File: config.mk
export PLATFORM = sky130hd
export DESIGN_NAME = bcd_mmss_timer
export DESIGN_NICKNAME = d
export VERILOG_FILES = /design/src/rtl/bcd_mmss_timer.sv
export SDC_FILE = /design/constraint.sdc
export NUM_CORES = 1
export LEC_CHECK = 0
export BUFFER_PORTS_ARGS = -buffer_cell sky130_fd_sc_hd__buf_2
export CORE_MARGIN = 2
export CORE_UTILIZATION = 40
export DETAILED_ROUTE_END_ITERATION = 10
export GPL_ROUTABILITY_DRIVEN = 0
export MAX_ROUTING_LAYER = met4
export SLEW_MARGIN = 5
export SYNTH_ARGS = -nofsm -noshare
export SYNTH_HDL_FRONTEND = slang
export SYNTH_SLANG_ARGS = --single-unit
File: constraint.sdc
create_clock -name MCLK -period 3.4 [get_ports MCLK]
set_input_delay 0.34 -clock MCLK [delete_from_list [all_inputs] [get_ports MCLK]]
set_output_delay 0.34 -clock MCLK [all_outputs]
set_load 0.01 [all_outputs]
File: src/rtl/bcd_mmss_timer.sv
// bcd_mmss_timer: single-clock mm:ss timer core with four BCD digits.
// Counts up or down once per CLK_HZ cycles, with start/stop, clear and
// per-field preset inputs and a stop at terminal count.
// Optional feature macro: TIMER_ALARM_EN (latched terminal-count ALARM flag).
module bcd_mmss_timer #(
    parameter int unsigned CLK_HZ  = 25175000,
    parameter int unsigned MAX_MIN = 59
) (
    input  logic       MCLK,
    input  logic       RST_N,
    input  logic       START_STOP,
    input  logic       CLR,
    input  logic       ADD_SEC,
    input  logic       ADD_MIN,
    input  logic       MODE,
    output logic [3:0] MIN_1,
    output logic [3:0] MIN_0,
    output logic [3:0] SEC_1,
    output logic [3:0] SEC_0,
    output logic       RUNNING,
    output logic       TICK,
    output logic       ALARM
);

    localparam int unsigned    PW       = (CLK_HZ > 1) ? $clog2(CLK_HZ) : 1;
    localparam logic [PW-1:0]  P_LAST   = PW'(CLK_HZ - 1);
    localparam logic [3:0]     MAX_M1   = 4'(MAX_MIN / 10);
    localparam logic [3:0]     MAX_M0   = 4'(MAX_MIN % 10);
    localparam logic [7:0]     MAX_MINS = {MAX_M1, MAX_M0};
    localparam logic [15:0]    MAX_TIME = {MAX_M1, MAX_M0, 4'd5, 4'd9};

    typedef enum logic {IDLE, RUN} state_t;

    state_t        state, state_nxt;
    logic [3:0]    in_q, in_qq;        // {START_STOP, CLR, ADD_SEC, ADD_MIN}
    logic          ss_p, clr_p, add_sec_p, add_min_p;
    logic [15:0]   cur_time;           // {MIN_1, MIN_0, SEC_1, SEC_0}
    logic [PW-1:0] presc;
    logic          mode_q;
    logic          tick;
    logic [8:0]    sec_up, sec_dn;     // {carry/borrow, SEC_1, SEC_0}
    logic [7:0]    min_up, min_dn;
    logic [15:0]   step_time, edit_time;
    logic          term, start_ok;

    // BCD minutes +1, wrapping MAX_MIN -> 00
    function automatic logic [7:0] min_inc(input logic [7:0] m);
        if (m == MAX_MINS)        return '0;
        else if (m[3:0] == 4'd9)  return {m[7:4] + 4'd1, 4'd0};
        else                      return {m[7:4], m[3:0] + 4'd1};
    endfunction

    // BCD minutes -1, wrapping 00 -> MAX_MIN
    function automatic logic [7:0] min_dec(input logic [7:0] m);
        if (m == 8'h00)           return MAX_MINS;
        else if (m[3:0] == 4'd0)  return {m[7:4] - 4'd1, 4'd9};
        else                      return {m[7:4], m[3:0] - 4'd1};
    endfunction

    // BCD seconds +1 with carry out at 59 -> 00
    function automatic logic [8:0] sec_inc(input logic [7:0] s);
        if (s[3:0] != 4'd9)       return {1'b0, s[7:4], s[3:0] + 4'd1};
        else if (s[7:4] != 4'd5)  return {1'b0, s[7:4] + 4'd1, 4'd0};
        else                      return {1'b1, 8'h00};
    endfunction

    // BCD seconds -1 with borrow out at 00 -> 59
    function automatic logic [8:0] sec_dec(input logic [7:0] s);
        if (s[3:0] != 4'd0)       return {1'b0, s[7:4], s[3:0] - 4'd1};
        else if (s[7:4] != 4'd0)  return {1'b0, s[7:4] - 4'd1, 4'd9};
        else                      return {1'b1, 8'h59};
    endfunction

    assign ss_p      = in_q[3] & ~in_qq[3];
    assign clr_p     = in_q[2] & ~in_qq[2];
    assign add_sec_p = in_q[1] & ~in_qq[1];
    assign add_min_p = in_q[0] & ~in_qq[0];

    assign tick = (state == RUN) && (presc == P_LAST);

    assign MIN_1 = cur_time[15:12];
    assign MIN_0 = cur_time[11:8];
    assign SEC_1 = cur_time[7:4];
    assign SEC_0 = cur_time[3:0];

    // Control input registers for rising-edge detection
    always_ff @(posedge MCLK or negedge RST_N) begin
        if (!RST_N) begin
            in_q  <= '0;
            in_qq <= '0;
        end else begin
            in_q  <= {START_STOP, CLR, ADD_SEC, ADD_MIN};
            in_qq <= in_q;
        end
    end

    // Candidate times: one-second step while running, field edits while idle
    always_comb begin
        sec_up    = sec_inc(cur_time[7:0]);
        sec_dn    = sec_dec(cur_time[7:0]);
        min_up    = min_inc(cur_time[15:8]);
        min_dn    = min_dec(cur_time[15:8]);
        step_time = cur_time;
        if (!mode_q)
            step_time = {sec_up[8] ? min_up : cur_time[15:8], sec_up[7:0]};
        else
            step_time = {sec_dn[8] ? min_dn : cur_time[15:8], sec_dn[7:0]};
        term = mode_q ? (step_time == 16'h0000) : (step_time == MAX_TIME);
        if (clr_p)
            edit_time = '0;
        else
            edit_time = {add_min_p ? min_up : cur_time[15:8],
                         add_sec_p ? sec_up[7:0] : cur_time[7:0]};
        // start exception is judged on the already-edited time
        start_ok = MODE ? (edit_time != 16'h0000) : (edit_time != MAX_TIME);
    end

    // State register
    always_ff @(posedge MCLK or negedge RST_N) begin
        if (!RST_N) state <= IDLE;
        else        state <= state_nxt;
    end

    // Next-state logic: start/stop toggle and terminal-count stop
    always_comb begin
        state_nxt = state;
        case (state)
            IDLE: if (ss_p && start_ok)        state_nxt = RUN;
            RUN:  if (ss_p || (tick && term))  state_nxt = IDLE;
            default:                           state_nxt = IDLE;
        endcase
    end

    // State-decoded outputs
    always_comb begin
        RUNNING = (state == RUN);
        TICK    = tick;
    end

    // Time, prescaler and direction registers.
    // The prescaler is not cleared on start: after reset or a terminal count
    // it already sits at 0, and after a manual stop the run resumes the
    // interrupted period.
    always_ff @(posedge MCLK or negedge RST_N) begin
        if (!RST_N) begin
            cur_time <= '0;
            presc    <= '0;
            mode_q   <= 1'b0;
        end else if (state == IDLE) begin
            cur_time <= edit_time;
            if (ss_p && start_ok) mode_q <= MODE;
        end else begin
            if (tick) begin
                presc    <= '0;
                cur_time <= step_time;
            end else begin
                presc    <= presc + 1'b1;
            end
        end
    end

`ifdef TIMER_ALARM_EN
    logic alarm_q;

    // Alarm: set on terminal count, cleared by any control edge
    always_ff @(posedge MCLK or negedge RST_N) begin
        if (!RST_N)                                       alarm_q <= 1'b0;
        else if (tick && term)                            alarm_q <= 1'b1;
        else if (ss_p | clr_p | add_sec_p | add_min_p)    alarm_q <= 1'b0;
    end

    assign ALARM = alarm_q;
`else
    assign ALARM = 1'b0;
`endif

endmodule

======== Yosys cells after proc, flatten, opt, wreduce, memory -nomap -nowiden ========
Index checks and enable logic that the tools add are counted.
cells by class
  $add $sub $neg .......................... 9
  equality and inequality tests ........... 8
  muxes and demuxes ....................... 22
  bitwise logic cells ..................... 9
  reduce and logical (&&, ||, !) cells .... 11
operators by type and width
  cell                                                     count
  two-way mux 16 bit                                       4
  two-way mux 8 bit                                        8
  two-way mux 9 bit                                        4
  adder 25 x 1 -> 25 bit, second input constant            1
  equality test 25 bit, second input constant              1
  two-way mux 25 bit                                       1
  adder 4 x 1 -> 4 bit, second input constant              4
  equality test 16 x 15 -> 1 bit, second input constant    1
  logical NOT 16 bit                                       1
  inequality test 16 x 15 -> 1 bit, second input constant  1
  nonzero test 16 bit                                      1
  subtractor 4 x 1 -> 4 bit, second input constant         4
  equality test 8 x 7 -> 1 bit, second input constant      1
  logical NOT 8 bit                                        1
  nonzero test 4 bit                                       2
  NOT 1 bit                                                5
  AND 1 bit                                                4
  equality test 4 bit, second input constant               1
  logical NOT 4 bit                                        1
  two-way mux 1 bit                                        4
  inequality test 4 x 3 -> 1 bit, second input constant    1
  inequality test 4 bit, second input constant             1
  logical AND 1 bit                                        3
  inequality test 2 x 1 -> 1 bit, second input constant    1
  other kinds (3)                                          3
word-level totals
  flip-flop bits (word level) ............. 51

======== Logic depth before layout (Yosys ltp) ========
Gate-level depths: netlist of run 1.
  depth in word-level cells ............... 11
  mapped depth ............................ 11
  mapped depth without buffers ............ 9

======== Worst setup path before layout of run 1 ========
OpenSTA, ideal clock, no wires.
  path type ............................... reg2reg
  start point ............................. register cur_time[0]
  end point ............................... register state (netlist: RUNNING)
  setup time .............................. 0.124 ns
  arrival ................................. 2.955 ns
  data required time ...................... 3.276 ns
  path slack .............................. 0.321 ns
  cell stages (with the launch flop) ...... 12
  buffers on the path ..................... 2
  path through ............................ dfrtp_1 > clkbuf_1 > inv_1 > ha_1 > buf_4 > nor4b_2 > mux2_2 > a221oi_1 > nand4_1 > o41ai_2 > a31oi_1 > a211o_1
between the ends
  longest elaborated chain between the ends .. 10
  elaborated cells on any way between the ends .. 23
RTL lines
  element                                                                       line  RTL
  from (decl)                                                                   37    logic [15:0] cur_time;
  from (signal assigned)                                                        150   cur_time <= edit_time;
  from (signal assigned)                                                        155   cur_time <= step_time;
  parallel branches: the longest is 9 deep, another holds adder 4 x 1 -> 4 bit  n/a
  one-hot mux 1 bit (2 select lines) *                                          127   case (state)
  named net state_nxt                                                           34    state_t state, state_nxt;
  to (signal assigned)                                                          121   else state <= state_nxt;
  to (decl)                                                                     34
Mark *: on every way through the listed nets, which the timed path passes.
A chain may end at the register's enable or synchronous reset.

======== Worst setup path after layout of run 1 ========
  start point ............................. register cur_time[1]
  end point ............................... register state (netlist: RUNNING)
Same word-level chain as after synthesis.

==> metrics.txt, run 1 <==
status=finished, final reports clean; DP Area=slightly above 4000 sq um; hold buffers post-CTS=0; ys async rst share=100%; Reg area=roughly 1300 sq um; Worst-path clk slew=0.12 ns; vias in the first global route=~3400; r2r setup slk=around 0.4 ns; sequential share of the synthesized area=between 30% and 40%; Die H=101 um; yosys warns=0; Slew @ Worst Pin=0.955 ns; initial antenna violation count=0; Crit path arrival time=approximately 3.2 ns; Synth cell types=65; Num CTS Buffers=5; worst vdd ir=approximately 0.00023 V; crit share post-route=88.0%; Port Buffers=24; Crit Path Max Fanout=8; Longest Clk Path Bufs=2; Core Area=roughly 9200 sq um; H-tree depth=2; Post-synth EDFFs=0; largest net degree at the start of global routing=29; DRC=0; Synth Cell Area=about 3800 sq um; Rows=35; drt wl/cell=17.2 um; PD cells=roughly 500 nW/um^2; clock latency on the worst-skew pair=around 0.32 ns; Layout Skew=between 0.01 and 0.015 ns; Leak=about 0.0018 uW; area of the multi-input gates=approximately 2300 sq um; crit path kind=reg -> reg; Starting DRT DRC Count=around 290; Routed Antenna Nets=0; Clock Sinks=51; Detail Placement HPWL=7430 um; r2r endpoint=RUNNING; Data required, critical path=roughly 3.6 ns; Final Cell Area=around 4200 sq um; Nets=around 490; hold violation total from the final report=0; Area Overhead vs Synth=10.2%; final-report max-slew violation count=0; Final WS setup=approximately 0.41 ns; Vias/cell=~5.9; #FFs+latches synth=between 50 and 60; R2R Path Start=cur_time[1]; worst reg-to-reg path cell count=9; HP Class=in -> async; Post-Route Setup TNS=0 ns; startpoint types=flop; CTS tree=built; syn nets=around 470; first-pass detailed-route iteration total=5; clk root buf=clkbuf_8; Die W=slightly above 100 um; pre-CTS WS=roughly 0.27 ns; critical path capture point type=flop; RSZ-0062 raised after global routing=no; GRT Total Usage=21.7%; minimum clock period=2.99 ns; Post-Synthesis Cells=approximately 460; global-route wire length before repair=around 17000 um; main flop type after synthesis=dfrtp_1; maxcap violations=0; GRT overflow=0; num ports=26; syn_area_per_cell=8.34 sq um; via count=around 3600; Relative slew margins=between 30% and 40%; FILL cells=906; max frequency=0.334 GHz; die area=~10000 sq um; Initial Util=roughly 41%; layout cells sized above 1=around an eighth; Final setup viols=0; routed wire length=10400 um; n_diodes=0
through the flow:
stage | hold slack (ns) | utilization [%] | cells | total power [uW]
after floorplan | 0.0444 | - | 455 | 1380
after global routing | 0.110 | 45.3 | 604 | 2170
final | 0.0620 | 45.3 | 604 | 2040
after CTS | 0.0964 | 45.2 | 604 | 2020
after global placement | 0.358 | 44.1 | 596 | 1620
after detailed placement | 0.359 | 44.1 | 596 | 1630
worst max-delay path: stages, from the launching register on:
cell and delay [ns]:
dfrtp_1 0.47, inv_1 0.15, ha_1 0.19, nor4b_4 0.42, mux2_2 0.39, a221oi_1 0.43
nand4_1 0.18, o41ai_2 0.33, a31oi_1 0.07, a211o_1 0.27
report_power, final:
group | switching [uW] | internal, uW
combinational | 518 | 370
clock | 239 | 153
sequential | 89.6 | 670
total | 847 | 1190
cell usage in the layout (no fill, tap or decap), drive strengths merged, types with 4 or more instances in the layout:
cell    Yosys  final
a211o       4      4
a21oi      28     28
and2        4      4
and3       13     13
buf        12     42
clkbuf     18      5
dfrtp      51     51
ha         11     11
inv        12     14
mux2i      15     15
nand2      37     37
nand2b      8      8
nand3      30     30
nand4       8      8
nor2       35     35
nor2b       6      6
nor3       11     11
nor4        6      6
o211ai      6      6
o21a        4      4
o21ai      30     30
o22ai       9      9
or3         8      8
or4b        4      4
xnor2      16     16
xor2        7      7
kinds of logic after synthesis:
family	Yosys count	synth area share, %
adder cells (fa/ha/maj)	11	3.63
other	1	0.0988
XOR/XNOR	23	5.31
AO/OA/AOI/OAI	115	19.9
multiplexers	17	4.55
AND/OR/NAND/NOR	193	28.0
buffers and inverters	44	4.94
flip-flops	51	33.6
synthesized netlist by cell type (4+ instances only):
library cell / count / share of area (%)
nor2_1: 35 / 3.5
nand3_1: 30 / 4.0
o22ai_1: 9 / 1.5
dfrtp_1: 51 / 34
xor2_1: 7 / 1.6
buf_2: 6 / 0.79
nand4_1: 8 / 1.3
nor3_1: 10 / 1.3
inv_1: 12 / 1.2
ha_1: 11 / 3.6
nor2b_1: 6 / 0.99
clkbuf_1: 18 / 1.8
nor4_1: 6 / 0.99
xnor2_1: 16 / 3.7
a21oi_1: 28 / 3.7
and3_1: 13 / 2.1
or3_1: 8 / 1.3
nand2_1: 37 / 3.7
nand2b_1: 8 / 1.3
mux2i_1: 15 / 4.0
o211ai_1: 6 / 1.2
a211o_1: 4 / 0.92
and2_1: 4 / 0.66
o21a_1: 4 / 0.79
o21ai_0: 30 / 4.0
worst max-delay path by stage:
stage,startpoint,cells after the start,endpoint,slack (ns)
finish,cur_time[1],9,RUNNING,0.41
global route,cur_time[1],9,RUNNING,0.14
CTS,cur_time[1],9,RUNNING,0.25
detailed placement,cur_time[1],9,RUNNING,0.27
global placement,cur_time[1],9,RUNNING,0.37
floorplan,cur_time[0],11,RUNNING,0.32
state kept, by name, indices dropped and copies added, names as in the netlist:
signal,cells
presc,25
cur_time,16
in_q,4
in_qq,4
RUNNING,1
mode_q,1
final cells by class:
cell class	count	share of cell area, %
Clock inverter	3	0.658
Inverter	14	1.26
Sequential cell	51	30.5
Clock buffer	5	1.65
Tap cell	129	3.86
Multi-Input combinational cell	360	56.0
Timing Repair Buffer	42	6.10
metal layers:
metal / GRT usage (%) / share of wire (%)
met2: 33.2 / 45
met3: 3.38 / 6.4
met1: 29.4 / 46
met4: 7.17 / 2.3
met5: - / 0
repair_timing:
action / CTS / global route
setup buffers: 0 / 0
setup endpoints to repair: 0 / 1
gates resized for setup: 0 / 1
No activity file was read; power rests on OpenSTA's default activity.
==> run 2, diff against run 1 <==
- PLACE_DENSITY_LB_ADDON: not set -> 0.1
- clock period: 3.4 -> 2.45 ns (I/O delays scaled with it)
==> run 2 against run 1 <==
Against the previous run: the run now ends with negative setup slack left; worst hold slack worse by 0.035 ns; register-to-register slack got worse by 0.65 ns; setup slack worse by 0.65 ns; first-iteration DRC count down 13%; global-route usage up 2.7 points; highest routed layer unchanged; wire length up 15%; non-clock buffer count grew 92; core utilization is 9.8 points higher; total power increased by 73%; cell count is 15% higher; clock skew up 0.0018 ns; clock power rose by 37%.
==> metrics.txt, run 2 (same netlist as run 1, synthesis figures left out) <==
status=finished with violations; violated checks=negative setup slack; Nets=584 (+19%); most frequent cells in the layout=buf_4 (106), dfrtp_1 (49), nand2_1 (35), nor2_1 (34), nand3_1 (29); Vias/cell=5.67 (-3.6%); GRT overflow=0 (unchanged); die area=10300 sq um (unchanged); Crit Path Max Fanout=6 (-2); Port Buffers=24 (unchanged); first-pass detailed-route iteration total=4 (-1); clk root buf=clkbuf_8; PD cells=693 nW/um^2 (+42%); Slew @ Worst Pin=0.596 ns (-0.359 ns); vias in the first global route=3779 (+11%); max frequency=0.372 GHz (+11%); Worst-path clk slew=0.11 ns (about the same); drt wl/cell=17.1 um (-0.58%); FILL cells=825 (-8.9%); Detail Placement HPWL=8660 um (+17%); Initial Util=41.1% (unchanged); RSZ-0062 raised after global routing=yes; Relative slew margins=60.3% (+24 points); HP Class=in -> reg; Die W=101 um (unchanged); dpl cells=668 (+12%); DRC=0 (unchanged); worst hold margin=0.0270 ns (-0.0350 ns); Core Area=9240 sq um (unchanged); Data required, critical path=2.66 ns (-0.96 ns); num ports=26 (unchanged); Num CTS Buffers=5 (unchanged); final-report max-slew violation count=0 (unchanged); area of the multi-input gates=2540 sq um (+8.6%); minimum clock period=2.69 ns (-0.304 ns); largest net degree at the start of global routing=24 (-17%); Layout Skew=0.0143 ns (+0.00184 ns); Final setup viols=3 (+3); startpoint types=flop; hold violation total from the final report=0 (unchanged); Leak=0.00235 uW (+28%); layout cells sized above 1=33.2% (+20 points); clock latency on the worst-skew pair=0.32 ns (about the same); Longest Clk Path Bufs=2 (unchanged); Largest regs=presc (25), cur_time (16); Starting DRT DRC Count=253 (-13%); Routed Antenna Nets=0 (unchanged); Crit path arrival time=2.90 ns (-0.31 ns); global-route wire length before repair=19100 um (+11%); via count=3949 (+11%); non-filler cells, final=696 (+15%); H-tree depth=2 (unchanged); routed wire length=11900 um (+15%); most common cell after layout, fill and taps aside=buf_4; worst vdd ir=0.000316 V (+35%); Final WS setup=-0.236 ns (-0.646 ns); Largest Register=presc; Rows=35 (unchanged); Die H=101 um (unchanged); GRT Total Usage=24.3% (+2.7 points); critical path capture point type=flop; crit share post-route=110% (+22 points); max FFs per register=25 (unchanged); maxcap violations=0 (unchanged); CTS tree=built; n_diodes=0 (unchanged); Area Overhead vs Synth=34.1%; Reg area=1280 sq um (+0.20%); Clock Sinks=51 (unchanged); initial antenna violation count=0 (unchanged); crit path kind=reg -> reg; fin util=55.1% (+9.8 points)
## run 2: changes by cell type in the layout (fill, tap and decap cells not counted), sizes merged
cell         before  now
buf              42  133
clkinv            2    4
clkinvlp          1    0
dlygate4sd3       0    1
inv              14   13
## run 2: worst max-delay path: stages, from the launching register on
cell,delay [ns]
dfrtp_2,0.45
clkinv_4,0.06
ha_4,0.15
nor4b_4,0.36
buf_4,0.19
mux2_4,0.30
a221oi_4,0.29
nand4_1,0.15
o41ai_2,0.32
a31oi_1,0.07
a211o_1,0.23
## run 2: metrics by stage
stage / setup WS (ns) / TNS [ns] / area (sq um) / power [uW]
after CTS: -0.174 / -0.264 / 4920 / 3370
final: -0.236 / -0.313 / 5090 / 3530
after global placement: -0.312 / -0.534 / 4680 / 2690
after floorplan: -0.261 / -0.324 / 3870 / 2010
after global routing: -0.353 / -0.724 / 5090 / 3730
after detailed placement: -0.379 / -0.889 / 4680 / 2710
## run 2: what timing repair did
action | in CTS | in global routing
hold buffers | 1 | 0
pin swaps | 6 | 13
buffers inserted | 9 | 10
resized for setup | 18 | 26
endpoints found under the hold margin | 21 | 0
setup endpoints to repair | 6 | 5
## run 2: cell type report
cell class | count | area share (%)
clock buffer | 5 | 1.35
clock inverter | 3 | 0.442
inverter | 14 | 1.18
multi-input combinational | 360 | 49.9
sequential | 51 | 25.1
tap | 129 | 3.17
timing repair buffer | 134 | 18.8
## run 2: path summary, 6_finish.rpt
kind	start	end	slack (ns)	cells after the start
min reg2reg	in_q[2]	in_qq[2]	0.38	0
max reg2reg	cur_time[0]	RUNNING	-0.24	10
max	cur_time[0]	RUNNING	-0.24	10
min in group asynchronous	RST_N	cur_time[3]	0.45	2
max in group asynchronous	RST_N	cur_time[14]	1.34	3
min	ADD_MIN	in_q[0]	0.03	1
## run 2: layer usage
metal,track usage (%),wire length [um]
met1,31.6,5270
met2,39.8,5660
met3,4.00,698
met4,5.93,245
met5,-,0
## run 2: power breakdown
group,switching (uW),leakage [uW],internal [uW],total (uW)
combinational,959,0.00163,1000,1960
clock,330,0.0000489,208,538
sequential,96.4,0.000671,932,1030
total,1390,0.00235,2140,3530
==> run 3, diff against run 2 <==
- MAX_ROUTING_LAYER: met4 -> not set
- RECOVER_POWER: not set -> 50
==> run 3 against run 2 <==
Against the previous run: critical path depth stayed put; largest power group unchanged; design area decreased by 1.7%; the flow still finishes with violations (negative setup slack); critical endpoint unchanged; wire length fell by 1.2%; total power fell by 0.50%; cell count decreased by 0.72%; via count decreased by 1.3%; first-iteration DRC count is 15% higher; maximum frequency shrank 0.69%.
==> metrics.txt, run 3 (same netlist as run 1, synthesis figures left out) <==
largest net degree at the start of global routing=24 (unchanged); startpoint types=flop; fin util=54.2% (-0.93 points); maxcap violations=0 (unchanged); worst vdd ir=0.000316 V (+0.13%); crit path kind=reg -> reg; Layout Skew=0.0151 ns (+0.000846 ns); Leak=0.00229 uW (-2.4%); CTS tree=built; CP delay by family, top=compound AO/OA/AOI/OAI gates; status=finished with violations; layout cells sized above 1=30.2% (-2.9 points); DRC=0 (unchanged); area of the multi-input gates=2510 sq um (-1.3%); Relative slew margins=5.15% (-55 points); violated checks=negative setup slack; CP bufs+invs=2 (unchanged); most frequent cells in the layout=buf_4 (98), dfrtp_1 (49), nand2_1 (36), nor2_1 (35), nand3_1 (29); Nets=579 (-0.86%); Die H=101 um (unchanged); Rows=35 (unchanged); Final setup viols=2 (-1); num ports=26 (unchanged); routed wire length=11700 um (-1.2%); Final Cell Area=5010 sq um (-1.7%); crit share post-route=110% (+0.76 points); Data required, critical path=2.66 ns (about the same); FILL cells=845 (+2.4%); max FFs per register=25 (unchanged); Crit Path Max Fanout=6 (unchanged); Power, Total=3510 uW (-0.50%); Clock Sinks=51 (unchanged); Area Overhead vs Synth=31.9%; clock latency on the worst-skew pair=0.32 ns (about the same); CP max stage cell=dfrtp_2; Crit path arrival time=2.91 ns (about the same); initial antenna violation count=0 (unchanged); DP Area=4680 sq um (unchanged); PD cells=702 nW/um^2 (+1.2%); Port Buffers=24 (unchanged); Initial Util=41.1% (unchanged); via count=3897 (-1.3%); first-pass detailed-route iteration total=5 (+1); critical path cell sequence=clkinv_4, ha_4, nor4b_4, buf_4, mux2_4, a221oi_4, nand4_1, o41ai_2, a31oi_1, a211o_1; Vias/cell=5.64 (-0.60%); most common cell after layout, fill and taps aside=buf_4; Reg area=1280 sq um (unchanged); hold violation total from the final report=0 (unchanged); n_diodes=0 (unchanged); vias in the first global route=3775 (-0.11%); critical path capture point type=flop; global-route wire length before repair=19200 um (+0.18%); max frequency=0.370 GHz (-0.69%); Slew @ Worst Pin=1.42 ns (+0.827 ns); H-tree depth=2 (unchanged); GRT Total Usage=23.6% (-0.71 points); HP Class=in -> reg; Largest Register=presc; Die W=101 um (unchanged); Longest Clk Path Bufs=2 (unchanged); Core Area=9240 sq um (unchanged); Largest regs=presc (25), cur_time (16); Num CTS Buffers=5 (unchanged); minimum clock period=2.70 ns (+0.0186 ns); Worst-path clk slew=0.11 ns (about the same); clk root buf=clkbuf_8; die area=10300 sq um (unchanged); Detail Placement HPWL=8660 um (unchanged); GRT overflow=0 (unchanged); Routed Antenna Nets=0 (unchanged); RSZ-0062 raised after global routing=yes; final-report max-slew violation count=0 (unchanged); drt wl/cell=17.0 um (-0.52%); max incr delay on CP=0.45 ns (about the same); Starting DRT DRC Count=291 (+15%); Final WS setup=-0.255 ns (-0.0185 ns)
-- run 3: cell types whose count changed in the layout (fill, tap and decap cells not counted), sizes merged --
cell	before	now
clkbuf	5	13
buf	133	120
-- run 3: area by class of cell --
type                    instances  share of cell area [%]
clock buffers                   5                    1.37
clock inverters                 3                   0.450
multi-input cells             360                    50.1
flip-flops and latches         51                    25.5
inverters                      14                    1.20
well taps                     129                    3.22
repair buffers                129                    18.1
-- run 3: power breakdown --
part	switching (uW)	internal [uW]
combinational	955	994
sequential	96.2	932
clock	326	208
total	1380	2130
-- run 3: final timing paths --
kind,from,endpoint,slack (ns),cells after the start
min,ADD_MIN,in_q[0],0.03,1
min reg2reg,in_q[2],in_qq[2],0.38,0
max in group asynchronous,RST_N,cur_time[9],0.54,3
max reg2reg,cur_time[0],RUNNING,-0.25,10
max,cur_time[0],RUNNING,-0.25,10
min in group asynchronous,RST_N,cur_time[2],0.78,2
-- run 3: metal layers --
layer  GRT usage, %  vias up  routed length (um)
met4           5.93        0                 210
met5              0        -                   0
met2           39.9      127                5600
met1           31.6     1870                5250
met3           4.00       15                 673
li1               -     1885                   -
-- run 3: worst reg2reg max path, cell delays in order (launching register included) --
cell and delay (ns):
dfrtp_2 0.45, clkinv_4 0.06, ha_4 0.15, nor4b_4 0.37, buf_4 0.19, mux2_4 0.31
a221oi_4 0.29, nand4_1 0.15, o41ai_2 0.33, a31oi_1 0.07, a211o_1 0.23
-- run 3: timing repair --
action	4_1_cts	5_1_grt
hold endpoints to repair	21	0
endpoints found under the setup margin	6	5
hold buffers	1	0
cloned	0	0
pin swaps	6	11
gates resized for setup	18	19
buffers inserted	9	5
-- run 3: through the flow --
step	cells	hold WS (ns)	TNS [ns]	setup slack [ns]
global placement	668	0.293	-0.534	-0.312
floorplan	455	-0.0506	-0.324	-0.261
CTS	686	0.0169	-0.264	-0.174
detailed placement	668	0.289	-0.889	-0.379
finish	691	0.0258	-0.360	-0.255
global route	691	0.00710	-0.659	-0.351
